--- src/rtl/prog_loader_pkg.sv ---
// Shared cpu/loader definitions: memory geometry defaults, frame marker and loader state type.
package prog_loader_pkg;

    localparam int LOADER_WORD_WIDTH = 16;
    localparam int LOADER_ADDR_WIDTH = 8;
    localparam logic [7:0] LOADER_SYNC_BYTE = 8'hA5;

    typedef enum logic [2:0] {
        ST_IDLE,
        ST_LEN_HI,
        ST_LEN_LO,
        ST_DATA,
        ST_CSUM,
        ST_DONE,
        ST_ERR
    } loader_state_e;

endpackage

--- src/rtl/loader_word_asm.sv ---
// Assembles bytes MSB-first into WORD_WIDTH words; word_valid_o fires combinationally
// with the last byte of each word so the caller can register the write.
module loader_word_asm #(
    parameter int WORD_WIDTH = 16
) (
    input  logic                  clk,
    input  logic                  rst_n,
    input  logic                  clear_i,
    input  logic                  byte_valid_i,
    input  logic [7:0]            byte_i,
    output logic                  word_valid_o,
    output logic [WORD_WIDTH-1:0] word_o
);

    localparam int BPW   = WORD_WIDTH / 8;
    localparam int CNT_W = (BPW > 1) ? $clog2(BPW) : 1;

    logic [WORD_WIDTH-1:0] shift_q, shift_d;
    logic [CNT_W-1:0]      cnt_q, cnt_d;

    // Older bytes fall off the top, so no per-word clear of the shifter is needed.
    assign word_o       = WORD_WIDTH'({shift_q, byte_i});
    assign word_valid_o = byte_valid_i && (cnt_q == CNT_W'(BPW - 1));

    // NOTE: every comb output gets a default first so no latch is inferred.
    always_comb begin
        shift_d = shift_q;
        cnt_d   = cnt_q;
        if (clear_i) begin
            shift_d = '0;
            cnt_d   = '0;
        end else if (byte_valid_i) begin
            shift_d = word_o;
            cnt_d   = word_valid_o ? '0 : cnt_q + 1'b1;
        end
    end

    // NOTE: sequential state uses non-blocking assignment so all registers update together.
    always_ff @(posedge clk or negedge rst_n) begin
        if (!rst_n) begin
            shift_q <= '0;
            cnt_q   <= '0;
        end else begin
            shift_q <= shift_d;
            cnt_q   <= cnt_d;
        end
    end

endmodule

--- src/rtl/prog_loader.sv ---
// Boot-time program loader: parses SYNC/LEN/data frames from a UART byte stream and writes
// words to cpu memory from address 0, holding the cpu in reset until a good image is in.
// Optional feature: define LOADER_CHECKSUM_EN to require a trailing mod-256 checksum byte.
module prog_loader
    import prog_loader_pkg::*;
#(
    parameter int         WORD_WIDTH     = LOADER_WORD_WIDTH,
    parameter int         ADDR_WIDTH     = LOADER_ADDR_WIDTH,
    parameter logic [7:0] SYNC_BYTE      = LOADER_SYNC_BYTE,
    parameter int         TIMEOUT_CYCLES = 1_000_000
) (
    input  logic                  clk,
    input  logic                  rst,
    input  logic                  in_valid,
    input  logic [7:0]            in_data,
    output logic                  mem_we,
    output logic [ADDR_WIDTH-1:0] mem_addr,
    output logic [WORD_WIDTH-1:0] mem_wdata,
    output logic                  cpu_hold,
    output logic                  load_done,
    output logic                  load_err
);

    localparam int          TO_W    = $clog2(TIMEOUT_CYCLES + 1);
    localparam logic [16:0] MAX_LEN = 17'(2 ** ADDR_WIDTH);
`ifdef LOADER_CHECKSUM_EN
    localparam loader_state_e TAIL_STATE = ST_CSUM;
`else
    localparam loader_state_e TAIL_STATE = ST_DONE;
`endif

    loader_state_e         state_q, state_d;
    logic [7:0]            len_hi_q, len_hi_d;
    logic [15:0]           len_q, len_d;
    logic [15:0]           word_cnt_q, word_cnt_d;
    logic [TO_W-1:0]       to_cnt_q, to_cnt_d;
    logic                  mem_we_q, mem_we_d;
    logic [ADDR_WIDTH-1:0] mem_addr_q, mem_addr_d;
    logic [WORD_WIDTH-1:0] mem_wdata_q, mem_wdata_d;
    logic                  cpu_hold_q, cpu_hold_d;
    logic                  load_done_q, load_done_d;
    logic                  load_err_q, load_err_d;
`ifdef LOADER_CHECKSUM_EN
    logic [7:0]            csum_q, csum_d;
`endif

    logic                  start_frame;
    logic                  asm_byte_valid;
    logic                  word_valid;
    logic [WORD_WIDTH-1:0] asm_word;
    logic                  to_active;
    logic [TO_W-1:0]       to_next;
    logic                  timeout;
    logic [15:0]           len_full;

    // SYNC only restarts from a resting state; inside a frame it is ordinary data.
    assign start_frame = in_valid && (in_data == SYNC_BYTE) &&
                         (state_q == ST_IDLE || state_q == ST_DONE || state_q == ST_ERR);
    assign asm_byte_valid = in_valid && (state_q == ST_DATA) && (word_cnt_q != len_q);
    assign len_full  = {len_hi_q, in_data};
    assign to_active = (state_q == ST_LEN_HI) || (state_q == ST_LEN_LO) ||
                       (state_q == ST_DATA)   || (state_q == ST_CSUM);
    assign to_next   = to_cnt_q + 1'b1;
    assign timeout   = to_active && !in_valid && (to_next == TO_W'(TIMEOUT_CYCLES));

    loader_word_asm #(.WORD_WIDTH(WORD_WIDTH)) u_word_asm (
        .clk          (clk),
        .rst_n        (rst),
        .clear_i      (start_frame),
        .byte_valid_i (asm_byte_valid),
        .byte_i       (in_data),
        .word_valid_o (word_valid),
        .word_o       (asm_word)
    );

    always_ff @(posedge clk or negedge rst) begin
        if (!rst) begin
            state_q <= ST_IDLE;
        end else begin
            state_q <= state_d;
        end
    end

    always_comb begin
        state_d = state_q;
        case (state_q)
            ST_IDLE, ST_DONE, ST_ERR: if (start_frame) state_d = ST_LEN_HI;
            ST_LEN_HI: if (in_valid) state_d = ST_LEN_LO;
            ST_LEN_LO: begin
                if (in_valid) begin
                    if (17'(len_full) > MAX_LEN) state_d = ST_ERR;
                    else if (len_full == 16'd0)  state_d = TAIL_STATE;
                    else                         state_d = ST_DATA;
                end
            end
`ifdef LOADER_CHECKSUM_EN
            // Leave DATA on the last byte so a checksum byte on the very next cycle is caught.
            ST_DATA: if (word_valid && word_cnt_q == len_q - 16'd1) state_d = ST_CSUM;
            ST_CSUM: if (in_valid) state_d = (in_data == csum_q) ? ST_DONE : ST_ERR;
`else
            ST_DATA: if (mem_we_q && word_cnt_q == len_q) state_d = ST_DONE;
`endif
            default: state_d = ST_IDLE;
        endcase
        if (timeout) state_d = ST_ERR;
    end

    // Status flags are registered from the next state so cpu_hold cannot glitch.
    always_comb begin
        cpu_hold_d  = (state_d != ST_DONE);
        load_done_d = (state_d == ST_DONE);
        load_err_d  = (state_d == ST_ERR);
    end

    always_comb begin
        len_hi_d    = len_hi_q;
        len_d       = len_q;
        word_cnt_d  = word_cnt_q;
        mem_we_d    = 1'b0;
        mem_addr_d  = mem_addr_q;
        mem_wdata_d = mem_wdata_q;
        to_cnt_d    = (to_active && !in_valid) ? to_next : '0;
`ifdef LOADER_CHECKSUM_EN
        csum_d      = csum_q;
        if (in_valid && (state_q == ST_LEN_HI || state_q == ST_LEN_LO || asm_byte_valid))
            csum_d = csum_q + in_data;
`endif
        if (start_frame) begin
            len_hi_d   = '0;
            len_d      = '0;
            word_cnt_d = '0;
`ifdef LOADER_CHECKSUM_EN
            csum_d     = '0;
`endif
        end
        if (in_valid && state_q == ST_LEN_HI) len_hi_d = in_data;
        if (in_valid && state_q == ST_LEN_LO) len_d = len_full;
        if (word_valid) begin
            mem_we_d    = 1'b1;
            mem_addr_d  = word_cnt_q[ADDR_WIDTH-1:0];
            mem_wdata_d = asm_word;
            word_cnt_d  = word_cnt_q + 16'd1;
        end
    end

    always_ff @(posedge clk or negedge rst) begin
        if (!rst) begin
            len_hi_q    <= '0;
            len_q       <= '0;
            word_cnt_q  <= '0;
            to_cnt_q    <= '0;
            mem_we_q    <= 1'b0;
            mem_addr_q  <= '0;
            mem_wdata_q <= '0;
            cpu_hold_q  <= 1'b1;
            load_done_q <= 1'b0;
            load_err_q  <= 1'b0;
`ifdef LOADER_CHECKSUM_EN
            csum_q      <= '0;
`endif
        end else begin
            len_hi_q    <= len_hi_d;
            len_q       <= len_d;
            word_cnt_q  <= word_cnt_d;
            to_cnt_q    <= to_cnt_d;
            mem_we_q    <= mem_we_d;
            mem_addr_q  <= mem_addr_d;
            mem_wdata_q <= mem_wdata_d;
            cpu_hold_q  <= cpu_hold_d;
            load_done_q <= load_done_d;
            load_err_q  <= load_err_d;
`ifdef LOADER_CHECKSUM_EN
            csum_q      <= csum_d;
`endif
        end
    end

    assign mem_we    = mem_we_q;
    assign mem_addr  = mem_addr_q;
    assign mem_wdata = mem_wdata_q;
    assign cpu_hold  = cpu_hold_q;
    assign load_done = load_done_q;
    assign load_err  = load_err_q;

endmodule

--- config.mk ---
export PLATFORM = sky130hd
export DESIGN_NAME = prog_loader
export DESIGN_NICKNAME = d
export VERILOG_FILES = /design/src/rtl/prog_loader_pkg.sv /design/src/rtl/loader_word_asm.sv /design/src/rtl/prog_loader.sv
export SDC_FILE = /design/constraint.sdc
export NUM_CORES = 1
export LEC_CHECK = 0
export ABC_AREA = 1
export BUFFER_PORTS_ARGS = -buffer_cell sky130_fd_sc_hd__buf_2
export CAP_MARGIN = 20
export CELL_PAD_IN_SITES_DETAIL_PLACEMENT = 1
export CELL_PAD_IN_SITES_GLOBAL_PLACEMENT = 2
export CORE_AREA = 3 3 123 125
export DETAILED_ROUTE_END_ITERATION = 10
export DIE_AREA = 0 0 126 128
export PLACE_DENSITY = 0.89
export SLEW_MARGIN = 20
export SYNTH_ARGS = -nofsm -noshare
export SYNTH_HDL_FRONTEND = slang
export SYNTH_HIERARCHICAL = 1
export SYNTH_SLANG_ARGS = --single-unit
export TNS_END_PERCENT = 1
--- constraint.sdc ---
create_clock -name clk -period 2.8 [get_ports clk]
set_clock_uncertainty 0.15 [all_clocks]
set_input_delay 0.28 -clock clk [delete_from_list [all_inputs] [get_ports clk]]
set_output_delay 0.28 -clock clk [all_outputs]
set_load 0.005 [all_outputs]
== Word level (Yosys, flattened, before mapping) ==
Cells that the tools add are included.

* ROM bits: 0
* Logic and storage cells: 73
* Input bits: 11
* Latch bits: 0
* Memories: 0
* Register bits after elaboration: 100
* RAM bits: 0
* Output and inout port bits: 28

* Eq/ne operators: 13
* Reduce and logical (&&, ||, !) cells: 23
* Shift operators: 0
* Add/subtract/negate cells: 3
* Mux-type cells: 20
* Bitwise logic cells: 0
* Divide/modulo/power cells: 0
* Magnitude comparators: 1
* Multipliers: 0

{| class="wikitable"
|+ Operator list
! operator !! count
|-
| two-way mux 16 bit || 3
|-
| two-way mux 8 bit || 4
|-
| two-way mux 3 bit || 7
|-
| adder 20 x 1 -> 20 bit, second input constant || 1
|-
| equality test 20 bit, second input constant || 1
|-
| two-way mux 20 bit || 1
|-
| adder 16 x 1 -> 16 bit, second input constant || 1
|-
| equality test 16 bit || 1
|-
| > comparator 16 x 9 -> 1 bit, second input constant || 1
|-
| zero test 16 bit || 1
|-
| inequality test 16 bit || 1
|-
| equality test 3 bit, second input constant || 5
|-
| one-hot mux 3 bit (4 select lines) || 1
|-
| logical AND 1 bit || 10
|-
| equality test 8 bit, second input constant || 1
|-
| nonzero test 2 bit || 4
|-
| equality test 3 x 2 -> 1 bit, second input constant || 2
|-
| logical OR 1 bit || 5
|-
| two-way mux 1 bit || 4
|-
| equality test 3 x 1 -> 1 bit, second input constant || 1
|-
| zero test 3 bit || 1
|-
| inequality test 3 bit, second input constant || 1
|-
| OR reduction 3 bit || 1
|-
| adder 1 bit, second input constant || 1
|-
| zero test 1 bit || 1
|}

== Longest topological paths before layout ==
* Depth in word-level cells: 8
* Depth in mapped cells: 16
* Mapped depth without buffers: 14

== Modules after synthesis ==
Netlist, hierarchy kept.

{| class="wikitable"
|+ By module, submodules not included
! module !! area each (um^2) !! cells each !! seq. area each (um^2) !! times used
|-
| prog_loader || 4603.2 || 593 || 2278.4 || 1
|-
| loader_word_asm || 424.2 || 49 || 225.2 || 1
|}

== Worst setup path before layout ==
OpenSTA, ideal clock, no wires.

* Kind: reg2reg
* From: reg word_cnt_q[8]
* To: reg word_cnt_q[11]
* Required time: 2.528 ns
* Stages on the path, launching flop included: 16
* Arrival: 2.166 ns
* Period minus slack after synthesis: 2.438 ns
* Setup time: 0.122 ns
* Slack: 0.362 ns
* Path buffers: 3
* Cell sequence: dfrtp_1 clkbuf_1 xor2_1 nor2_1 nand2_1 nor2_1 a211oi_1 buf_4 nand2_2 inv_2 clkbuf_1 nand2_1 nor2_2 nand3_1 nor2_1 a21oi_1

* Word-level cells in the longest chain between the ends: 4
* Elaborated cells between the ends (all ways): 6
* Classes of those cells: 1 x add/sub; 1 x eq/ne; 1 x mux; 3 x reduce/logical

{| class="wikitable"
|+ RTL lines
! what !! line !! RTL
|-
| from (decl) || prog_loader.sv:35 || <nowiki>logic [15:0] word_cnt_q, word_cnt_d;</nowiki>
|-
| from (signal assigned) || prog_loader.sv:164 || <nowiki>word_cnt_q <= word_cnt_d;</nowiki>
|-
| inequality test 16 bit (*) || prog_loader.sv:59 || <nowiki>assign asm_byte_valid = in_valid && (state_q == ST_DATA) && (word_cnt_q != len_q);</nowiki>
|-
| logical AND 1 bit (*) || prog_loader.sv:59 ||
|-
| named net asm_byte_valid || prog_loader.sv:48 || <nowiki>logic asm_byte_valid;</nowiki>
|-
| logical AND 1 bit (*) || loader_word_asm.sv:23 || <nowiki>assign word_valid_o = byte_valid_i && (cnt_q == CNT_W'(BPW - 1));</nowiki>
|-
| two-way mux 16 bit / nonzero test 2 bit (equally long branches) || -- ||
|}

Mark *: on every way through the listed nets, which the timed path passes. The rest lies on a longest branch.
A chain may end at the register's enable or synchronous reset.

== Worst setup path after layout ==
* From: reg to_cnt_q[0]
* To: reg load_done_q (netlist: load_done)

* Word-level cells in the longest chain between the ends: 5

{| class="wikitable"
|+ RTL lines
! what !! line !! RTL
|-
| from (decl) || prog_loader.sv:36 || <nowiki>logic [TO_W-1:0] to_cnt_q, to_cnt_d;</nowiki>
|-
| from (signal assigned) || prog_loader.sv:165 || <nowiki>to_cnt_q <= to_cnt_d;</nowiki>
|-
| adder 20 x 1 -> 20 bit || prog_loader.sv:63 || <nowiki>assign to_next = to_cnt_q + 1'b1;</nowiki>
|-
| equality test 20 bit || prog_loader.sv:64 || <nowiki>assign timeout = to_active && !in_valid && (to_next == TO_W'(TIMEOUT_CYCLES));</nowiki>
|-
| logical AND 1 bit || prog_loader.sv:64 ||
|-
| two-way mux 3 bit || prog_loader.sv:105 || <nowiki>if (timeout) state_d = ST_ERR;</nowiki>
|-
| equality test 3 bit || prog_loader.sv:111 || <nowiki>load_done_d = (state_d == ST_DONE);</nowiki>
|-
| named net load_done_d || prog_loader.sv:41 || <nowiki>logic load_done_q, load_done_d;</nowiki>
|-
| to (signal assigned) || prog_loader.sv:170 || <nowiki>load_done_q <= load_done_d;</nowiki>
|-
| to (decl) || prog_loader.sv:41 ||
|}

The timed path passes the listed nets, and every way through them passes these cells.

==> impl_metrics.json <==
{
  "finalWirelength_um": 13530,
  "drtIter0Drc": 145,
  "clk_latency_ns": 0.36,
  "p_leak_uw": 0.002858,
  "fmax_mhz": 410.2,
  "synth_most_common_cell": "nand2_1",
  "synth_enable_flop_cells": 0,
  "slowest_delay_ns": 0.54,
  "cts-buffers-inserted": 9,
  "ys_types": 35,
  "start_kind": "register",
  "cpLargestDelayFamily": "simple AND/OR/NAND/NOR gates",
  "dpl_cell_area_um2": 5365,
  "grt_pass1_wl_um": 23120,
  "overflow": 0,
  "muxShareOfSynthArea_pct": 0,
  "yosysWarningCount": 6,
  "cts_setup_buffers": 0,
  "ys_ff_latch": 100,
  "ys_seq_area_share_pct": 49.80,
  "first_pass_iters": 4,
  "avgSynthCellArea_um2": 7.831,
  "worst_slack_ns": 0.3620,
  "final_cell_area_um2": 5669,
  "end_kind": "register",
  "track_usage_pct": 17.88,
  "antenna_cells": 0,
  "grt_max_degree": 65,
  "synth_top_family_by_area": "simple AND/OR/NAND/NOR gates",
  "drc": 0,
  "num_vias": 4254,
  "total_power_uw": 3830,
  "synth_xor_area_share_pct": 3.111,
  "synth_compound_area_share_pct": 8.014,
  "syn2layout_area_growth_pct": 12.77,
  "dp.cells": 841,
  "dieHeight_um": 128,
  "p_per_area_nw_per_um2": 675.5,
  "critPathArrivalTime_ns": 2.54,
  "grt_pass1_vias": 4620,
  "dp_slack_ns": 0.1468,
  "post_drt_wl_per_cell_um": 15.77,
  "layout-drive-gt1-share_pct": 13.42,
  "synth_area_leaders": "dfrtp_1 49%, nand2_1 15%, nand3_1 5.2%, inv_1 5.1%, nor2_1 4.9%",
  "synth-adder-area-share_pct": 0.7466,
  "slowest_stage": "dfrtp_1",
  "tns_ns": 0,
  "status": "complete, no violations",
  "fillerInstances": 1741,
  "clockBufferDepth": 2,
  "synth_cells": 642,
  "worstPathMaxFanout": 8,
  "synth-main-ff-cell": "dfrtp_1",
  "drt.antenna.violating_nets": 0,
  "hpwlAfterDp_um": 10100,
  "hold_viol": 0,
  "tightestPinTransition_ns": 0.4960,
  "synth-simple-area-share_pct": 30.29,
  "drv_cap": 0,
  "via_per_inst": 4.958,
  "cts_tree": "yes",
  "relSlewSlack_pct": 66.93,
  "ir_worst_vdd_uv": 318.9,
  "worstSetupPathType": "register to register",
  "path_buf_inv": 1,
  "post-route-period-util_pct": 87.07,
  "required_ns": 2.90,
  "dieArea_um2": 16130,
  "netlist_area_um2": 5027,
  "rsz0062_at_grt": "false",
  "synth_common_cells": "201 x nand2_1, 99 x dfrtp_1, 68 x inv_1",
  "hold_path.class": "input pin to register",
  "slew_viol_final": 0,
  "synth_top_area_share_pct": 49.28,
  "rows": 43,
  "synth_top_area_cell": "dfrtp_1",
  "clock-root-buffer": "clkbuf_16",
  "initial_core_util_pct": 35.94,
  "gp_congestion": 0.8118,
  "clk_pin_slew_worst_paths_ns": 0.07,
  "io_buffers": 38,
  "fin_crit_ns": 2.438,
  "grt_antenna_before_repair": 0,
  "nNetsFinal": 687,
  "setup_viol": 0,
  "postSynth.asyncResetShare_pct": 100.0,
  "crit_chain": "ha_1 -> nand3_2 -> inv_2 -> nand2_1 -> nor2_1 -> xor2_1 -> nand2_1 -> nor2_4 -> nand3_4 -> nand2_2 -> nor2_1",
  "syn-num-nets": 656,
  "die_w_um": 126,
  "pin_count": 39,
  "layout.cells.non_filler": 858,
  "htree_levels": 3,
  "cts.sinks": 100,
  "core_um2": 13990
}
==> logic make-up (layout without fill, tap and decap cells) <==
group / Yosys count / count (layout)
compound gates: 72 / 72
simple gates: 353 / 353
xor+xnor: 17 / 17
flops: 100 / 100
buf+inv: 97 / 133
fa+ha+maj: 3 / 3
==> what timing repair did <==
| item | CTS | global route |
|---|---|---|
| hold buffers | 1 | 0 |
| endpoints found under the hold margin | 36 | 0 |
| endpoints found under the setup margin | 0 | 6 |
| resized for setup | 0 | 4 |
==> final cells by class <==
class                      instances  area, um2  area share, %
tap                              180      225.2          3.973
inverter                          73      276.5          4.878
clock buffer                       9      225.2          3.973
multi-input combinational        445       2127          37.52
clock inverter                     7      58.81          1.037
timing repair buffer              44      252.7          4.458
sequential                       100       2504          44.16
==> placed cells by master (no fill, tap or decap), types with 3 or more instances in the layout <==
master	count
inv_2	4
inv_1	68
dfrtp_1	99
nor2_4	6
xor2_1	14
o22ai_1	16
nand3_1	52
nand2_1	201
clkbuf_16	9
nor3_1	5
o21ai_0	22
nor2_2	9
nand2_2	5
nor2_1	65
nand4_1	6
ha_1	3
buf_4	5
buf_2	37
o21ai_1	4
a21oi_1	21
==> through the flow <==
stage	hold slack [ns]	utilization (%)
after floorplan	-0.1656	-
after global placement	0.1335	38.35
after detailed placement	0.1305	38.35
after CTS	0.007328	40.46
after global routing	0.04688	40.53
final	0.02882	40.53
==> registers in the layout, summed over array words and instances (netlist names) <==
| register | count |
|---|---|
| to_cnt_q | 20 |
| word_cnt_q | 16 |
| cpu_hold | 1 |
| load_err | 1 |
| len_q | 16 |
| len_hi_q | 8 |
| mem_wdata | 16 |
| u_word_asm/cnt_q | 1 |
| load_done | 1 |
| u_word_asm/shift_q | 8 |
| state_q | 3 |
| mem_we | 1 |
| mem_addr | 8 |
==> worst paths after layout <==
check                               end  slack, ns  cells past startpoint    startpoint
min                        mem_wdata[2]       0.03                      3    in_data[2]
max reg2reg                   load_done       0.36                     11   to_cnt_q[0]
min in group asynchronous   mem_addr[6]       0.27                      2           rst
max in group asynchronous      cpu_hold       1.46                      3           rst
min reg2reg                mem_wdata[9]       0.32                      2  mem_wdata[9]
max                           load_done       0.36                     11   to_cnt_q[0]
==> tightest hold or removal path, cell delays in order <==
cell	delay, ns
buf_2	0.11
nand2_1	0.05
nand2_1	0.05
==> layer usage <==
metal	GRT usage, %	wire length (um)	part of all wire [%]	vias to the layer above
met2	32.99	7118	53	62
met4	5.615	234	1.7	0
li1	-	-	-	2084
met5	0	0	0	-
met3	3.708	410	3.0	18
met1	20.79	5770	43	2090
==> power breakdown <==
part	leakage, uW	internal [uW]	switching (uW)
Combinational	0.00143	273	499
Sequential	0.00128	1660	176
Clock	0.000144	619	598
Power figures use the tool's default switching activity.
